[src/rtl/jts16_gfx_arb.sv]
// Graphics SDRAM read-port arbiter for the S16 video path.
// Each requester has a one-entry tag/data buffer; misses are served round-robin, one at a time.
module jts16_gfx_arb #(
  parameter int N  = 6,
  parameter int AW = 22,
  parameter int DW = 32
) (
  input  logic          clk,
  input  logic          rst_n,
  input  logic          flush,
  input  logic [N-1:0]  req_cs,
  input  logic [N*AW-1:0] req_addr,
  output logic [N-1:0]  req_ok,
  output logic [N*DW-1:0] req_data,
  output logic [AW-1:0] sdram_addr,
  output logic          sdram_rd,
  input  logic          sdram_ack,
  input  logic          sdram_rdy,
  input  logic [DW-1:0] sdram_din,
  output logic          busy
);

  localparam int IW = (N > 1) ? $clog2(N) : 1;

  typedef enum logic [1:0] {IDLE, ACK, DATA} state_t;

  state_t         state, next_state;
  logic [N-1:0]   valid, hit, miss;
  logic [AW-1:0]  tag  [N];
  logic [DW-1:0]  data [N];
  logic [IW-1:0]  rr, grant, sel, idx;
  logic [AW-1:0]  pend_tag;
  logic           discard, found, capture;

  always_comb begin
    hit      = '0;
    req_data = '0;
    for (int unsigned i = 0; i < N; i++) begin
      hit[i] = req_cs[i] & valid[i] & (req_addr[i*AW +: AW] == tag[i]);
      req_data[i*DW +: DW] = data[i];
    end
    req_ok = hit;
    miss   = req_cs & ~hit;
  end

  // First miss at or after rr, wrapping modulo N
  always_comb begin
    found = 1'b0;
    grant = '0;
    idx   = '0;
    for (int unsigned k = 0; k < N; k++) begin
      idx = IW'((32'(rr) + k) % N);
      if (!found && miss[idx]) begin
        found = 1'b1;
        grant = idx;
      end
    end
  end

  // Same-cycle ack+rdy in ACK is treated as ack followed by rdy
  assign capture = ((state == ACK) && sdram_ack && sdram_rdy) ||
                   ((state == DATA) && sdram_rdy);

  always_ff @(posedge clk) begin
    if (!rst_n) state <= IDLE;
    else        state <= next_state;
  end

  always_comb begin
    next_state = state;
    case (state)
      IDLE:    if (found) next_state = ACK;
      ACK:     if (sdram_ack) next_state = sdram_rdy ? IDLE : DATA;
      DATA:    if (sdram_rdy) next_state = IDLE;
      default: next_state = IDLE;
    endcase
  end

  always_ff @(posedge clk) begin
    if (!rst_n) begin
      rr         <= '0;
      sel        <= '0;
      valid      <= '0;
      pend_tag   <= '0;
      discard    <= 1'b0;
      sdram_rd   <= 1'b0;
      sdram_addr <= '0;
      busy       <= 1'b0;
      for (int unsigned i = 0; i < N; i++) begin
        tag[i]  <= '0;
        data[i] <= '0;
      end
    end else begin
      if (flush) discard <= 1'b1;
      case (state)
        IDLE: begin
          if (found) begin
            sel        <= grant;
            sdram_addr <= req_addr[grant*AW +: AW];
            pend_tag   <= req_addr[grant*AW +: AW];
            sdram_rd   <= 1'b1;
            busy       <= 1'b1;
            discard    <= 1'b0;
            rr         <= (grant == IW'(N-1)) ? '0 : grant + 1'b1;
          end
        end
        ACK:     if (sdram_ack) sdram_rd <= 1'b0;
        default: ;
      endcase
      if (capture) begin
        busy <= 1'b0;
        if (!discard && !flush) begin
          valid[sel] <= 1'b1;
          tag[sel]   <= pend_tag;
          data[sel]  <= sdram_din;
        end
      end
      // Flush overrides any capture in the same cycle
      if (flush) valid <= '0;
    end
  end

endmodule

[config.mk]
export PLATFORM = sky130hd
export DESIGN_NAME = jts16_gfx_arb
export DESIGN_NICKNAME = d
export VERILOG_FILES = /design/src/rtl/jts16_gfx_arb.sv
export SDC_FILE = /design/constraint.sdc
export NUM_CORES = 1
export LEC_CHECK = 0
export CORE_MARGIN = 2
export CORE_UTILIZATION = 47
export DETAILED_ROUTE_END_ITERATION = 10
export PLACE_DENSITY = 0.76
export SLEW_MARGIN = 20
export SYNTH_ARGS = -nofsm -noshare
export SYNTH_HDL_FRONTEND = slang
export SYNTH_SLANG_ARGS = --single-unit
[constraint.sdc]
create_clock -name clk -period 9 [get_ports clk]
set_clock_uncertainty 0.1 [all_clocks]
set_input_delay 1.8 -clock clk [delete_from_list [all_inputs] [get_ports clk]]
set_output_delay 1.8 -clock clk [all_outputs]
set_load 0.01 [all_outputs]
## Yosys cells after proc, flatten, opt, wreduce, memory -nomap -nowiden

Memory sizes are Yosys's and may differ from the RTL's.
Index checks and enable logic that the tools add are counted.

| storage, ports and cells | value |
|---|---|
| flip-flop bits (word level) | 39 |
| bits in latches | 0 |
| input bits | 175 |
| memories | 2 |
| output and inout bits | 222 |
| RAM bits | 324 |
| memory bits (read-only) | 0 |
| logic and storage cells | 137 |

| operators by class | value |
|---|---|
| $mul | 1 |
| bitwise operators | 16 |
| add/sub/neg operators | 6 |
| equality and inequality tests | 12 |
| shifts and indexed selects | 1 |
| reductions and logical operators | 28 |
| $lt $le $gt $ge | 8 |
| divide/modulo/power cells | 6 |
| multiplexer cells | 49 |

Memories:

| name | words | bits a word | read ports | clocked after Yosys merged registers in | write ports | line | RTL |
|---|---|---|---|---|---|---|---|
| data | 6 | 32 | 6 | 0 | 6 | 30 | `logic [DW-1:0] data [N];` |
| tag | 6 | 22 | 6 | 0 | 6 | 29 | `logic [AW-1:0] tag [N];` |

Operators by type and width:

| cell | count |
|---|---|
| modulo 32 x 3 -> 32 bit, second input constant | 5 |
| equality test 22 bit | 6 |
| indexed part select 132 x 9 -> 22 bit | 1 |
| modulo 3 x 3 -> 32 bit, second input constant | 1 |
| two-way mux 32 bit | 1 |
| OR reduction 32 bit | 1 |
| less-than comparator 3 x 4 -> 1 bit, second input constant | 7 |
| two-way mux 3 bit | 9 |
| two-way mux 1 bit | 25 |
| two-way mux 22 bit | 1 |
| OR reduction 22 bit | 1 |
| binary-select mux 1 bit (select 3 bit) | 6 |
| AND 1 bit | 12 |
| logical AND 1 bit | 10 |
| adder 3 x 2 -> 4 bit, second input constant | 2 |
| adder 3 x 3 -> 4 bit, second input constant | 2 |
| two-way mux 2 bit | 4 |
| logical NOT 1 bit | 7 |
| multiplier 3 x 4 -> 7 bit, second input constant | 1 |
| AND 6 bit | 1 |
| != test 2 bit, second input constant | 3 |
| inverter 6 bit | 1 |
| bitwise OR 6 bit | 1 |
| one-hot mux 2 bit (3 select lines) | 1 |
| other kinds (15) | 18 |

## Longest topological paths before layout

An unclocked memory read counts as a cell.

| logic depth | value |
|---|---|
| word-level depth | 25 |
| mapped depth | 20 |
| mapped depth without buffers | 17 |

## Worst setup path after synthesis

No wires, ideal clock.

| timing path | value |
|---|---|
| kind | input to register |
| from | input port sdram_ack |
| to | memory data[0][0] (enable) |
| arrival time | 6456 ps |
| library setup time | 541 ps |
| required time | 8359 ps |
| slack | 1903 ps |
| stages | 6 |
| cell sequence | nand2_1 mux2i_1 nand2_1 nor3_1 inv_1 o21ai_0 |

RTL lines:

| what | line | RTL |
|---|---|---|
| from (decl) | 17 | `input logic sdram_ack,` |
| to (decl) | 30 |  |

## Worst setup path in the final report

| timing path | value |
|---|---|
| from | input port req_addr[8] |
| to | output port req_ok[0] |

| on the way | value |
|---|---|
| longest elaborated chain between the ends | 2 |

Ends and longest elaborated chain:

| what | line | RTL |
|---|---|---|
| from (decl) | 12 | `input logic [N*AW-1:0] req_addr,` |
| equality test 22 bit | 39 | `hit[i] = req_cs[i] & valid[i] & (req_addr[i*AW +: AW] == tag[i]);` |
| AND 1 bit | 39 |  |
| to (decl) | 13 | `output logic [N-1:0] req_ok,` |

Every way passes these cells.

==> results.sh <==
export IMPL_grt_max_degree=56
export IMPL_maxSlewViolCount=0
export IMPL_area_delta_synth_final_pct=34.0
export IMPL_drtAntennaViolNets=0
export IMPL_cts_made_buffers=38
export IMPL_crit_top_cell="clkdlybuf4s50_1"
export IMPL_dieArea_sq_um=36600
export IMPL_grt_ovfl_total=0
export IMPL_wl_per_cell_microns=25.4
export IMPL_fmax_mhz=151
export IMPL_drive_gt1_share_pct=8.59
export IMPL_avgViaCountPerCell=5.60
export IMPL_start_kind="input port"
export IMPL_clock_root_buffer="clkbuf_16"
export IMPL_synth_edf_count=324
export IMPL_antenna_found_initial=9
export IMPL_synth_cell_area_sq_um=16500
export IMPL_crit_chain="clkdlybuf4s50_1, xnor2_1, nand2_1, or3b_2, nor4bb_1, nand3_1, nor3_1, clkdlybuf4s50_1"
export IMPL_clockBufferDepth=3
export IMPL_powerDensity_nw_per_um2=263
export IMPL_rows=68
export IMPL_max_stage_delay_ns=0.67
export IMPL_syn_nets=1553
export IMPL_worstSetupPathType="in2out"
export IMPL_hpwl_microns=41700
export IMPL_end_kind="output pin"
export IMPL_leakage_nw=8.21
export IMPL_setup_tns_final_ns=0
export IMPL_first_pass_iters=5
export IMPL_cts_tree="done"
export IMPL_synth_flop_cell="edfxtp_1"
export IMPL_async_reset_ff_share_pct=0
export IMPL_relSlewSlack_pct=36.1
export IMPL_start_util_pct=47.8
export IMPL_place_congestion=0.979
export IMPL_hold_viol=0
export IMPL_n_fill_cell=2630
export IMPL_finalCriticalPeriod_ns=6.60
export IMPL_worstPathMaxFanout=2
export IMPL_ir_drop_uv=269
export IMPL_synthCells=1368
export IMPL_coreArea_sq_um=34500
export IMPL_yosysWarningCount=0
export IMPL_hold_buffers=0
export IMPL_ys_types=76
export IMPL_h_tree_depth=2
export IMPL_grt_pass1_wl_microns=81500
export IMPL_final_common_cell="clkdlybuf4s50_1"
export IMPL_finalSetupViolCount=0
export IMPL_arrival_ns=4.70
export IMPL_synth_seq_cells=363
export IMPL_port_buffers=396
export IMPL_io_pins=397
export IMPL_clkTransAtPathRegs_ns=0.06
export IMPL_drc=0
export IMPL_clock_sinks=363
export IMPL_drv_cap=0
export IMPL_vias=12618
export IMPL_final_nets=1947
export IMPL_ys_seq_area_share_pct=63.7
export IMPL_worstMarginPinSlew_ns=0.954
export IMPL_rsz0062_at_grt="false"
export IMPL_cts_resized=0
export IMPL_utilization_pct=64.0
export IMPL_grt_usage_pct=30.8
export IMPL_final_cell_mix="clkdlybuf4s50_1 (396), edfxtp_1 (324), nor2_1 (293), nand2_1 (100), xor2_1 (87)"
export IMPL_hp_class="reg2reg"
export IMPL_fp_dieH_microns=191
export IMPL_wl_microns=57200
export IMPL_worstSkewPairLatency_ns=0.55
export IMPL_period_share_pct=73.4
export IMPL_grt_pass1_vias=12661
export IMPL_avgSynthCellArea_sq_um=12.1
export IMPL_initialDrtViolationCount=1143
export IMPL_crit_path_top_delay_cell="clkdlybuf4s50_1"
export IMPL_outcome="completed"
export IMPL_worst_ep_required_time_ns=7.10
export IMPL_cts_setup_buffers=0
export IMPL_die_width_microns=191
critical path: cells and delay by family:
kind	cells	cell delay, ns
and+or+nand+nor	5	1.40
buffers and inverters	2	1.18
xor gates and xnor gates	1	0.33
metrics by stage:
step	worst slack (ns)	std cells	cell area, sq um	power (W)	hold WS (ns)
detailed placement	2.16	2177	20900	0.00430	0.338
global placement	2.24	2177	20900	0.00428	0.334
floorplan	1.90	1368	16500	0.00360	0.326
CTS	2.37	2247	22100	0.00578	0.347
global route	2.31	2252	22100	0.00601	0.370
finish	2.40	2252	22100	0.00581	0.345
power by group:
group	total, W	internal (W)	leakage [nW]	switching [W]
clock	0.00149	0.000827	0.576	0.000658
sequential	0.00205	0.00196	3.67	0.0000923
combinational	0.00227	0.000920	3.96	0.00135
total	0.00581	0.00371	8.21	0.00210
metal layers:
| layer | vias up | global-route usage (%) | routed length, microns |
|---|---|---|---|
| met2 | 721 | 50.6 | 27500 |
| met4 | 6 | 12.4 | 2270 |
| met5 | - | 0 | 41 |
| met1 | 6149 | 38.2 | 21600 |
| li1 | 5627 | - | - |
| met3 | 115 | 8.74 | 5800 |
Yosys cell counts (13+ instances only):
cell type    n  area share, %
a21oi_1     30           0.91
o21ai_1     23           0.70
edfxtp_1   324             59
nor2_1     294            6.7
nor4_1      23           0.87
inv_1       73            1.7
mux2i_1     30            1.8
o21ai_0     13           0.39
dfxtp_1     39            4.7
a32oi_1     14           0.74
nand2_1    107            2.4
nand4_1     17           0.64
mux2_2      41            2.8
xor2_1      87            4.6
clkbuf_1    42           0.96
xnor2_1     51            2.7
logic make-up after synthesis:
logic type | Yosys count | synth area share (%)
and+or+nand+nor | 505 | 13.5
DFF | 363 | 63.7
AOI/OAI and AO/OA | 139 | 5.88
xor gates and xnor gates | 138 | 7.33
buffers and inverters | 133 | 3.52
muxes | 80 | 5.30
adders and majority gates | 10 | 0.758
final cells by class:
cell class | instances | area, sq um | share of cell area (%)
Antenna cell | 5 | 12.5 | 0.0566
Multi-Input combinational cell | 872 | 5480 | 24.8
Timing Repair Buffer | 412 | 4100 | 18.5
Clock inverter | 24 | 161 | 0.730
Tap cell | 455 | 569 | 2.57
Inverter | 75 | 282 | 1.27
Sequential cell | 363 | 10500 | 47.5
Clock buffer | 46 | 1000 | 4.53
sequential cells by signal, summed over array words and instances (netlist names), 2 cells and up:
name and count:
valid 6, state 2, rr 3, tag 132, sel 3, data 192, pend_tag 22
path summary, 6_finish.rpt:
kind / cells past startpoint / end / slack [ns] / start
setup / recovery: 8 / req_ok[0] / 2.40 / req_addr[8]
hold / removal: 2 / valid[3]$_SDFFE_PP0P_ / 0.34 / valid[3]$_SDFFE_PP0P_
setup reg to reg: 17 / pend_tag[0]$_SDFFE_PN0P_ / 3.03 / rr[0]$_SDFFE_PN0P_
hold reg to reg: 2 / valid[3]$_SDFFE_PP0P_ / 0.34 / valid[3]$_SDFFE_PP0P_
No activity file was read; power rests on OpenSTA's default activity.
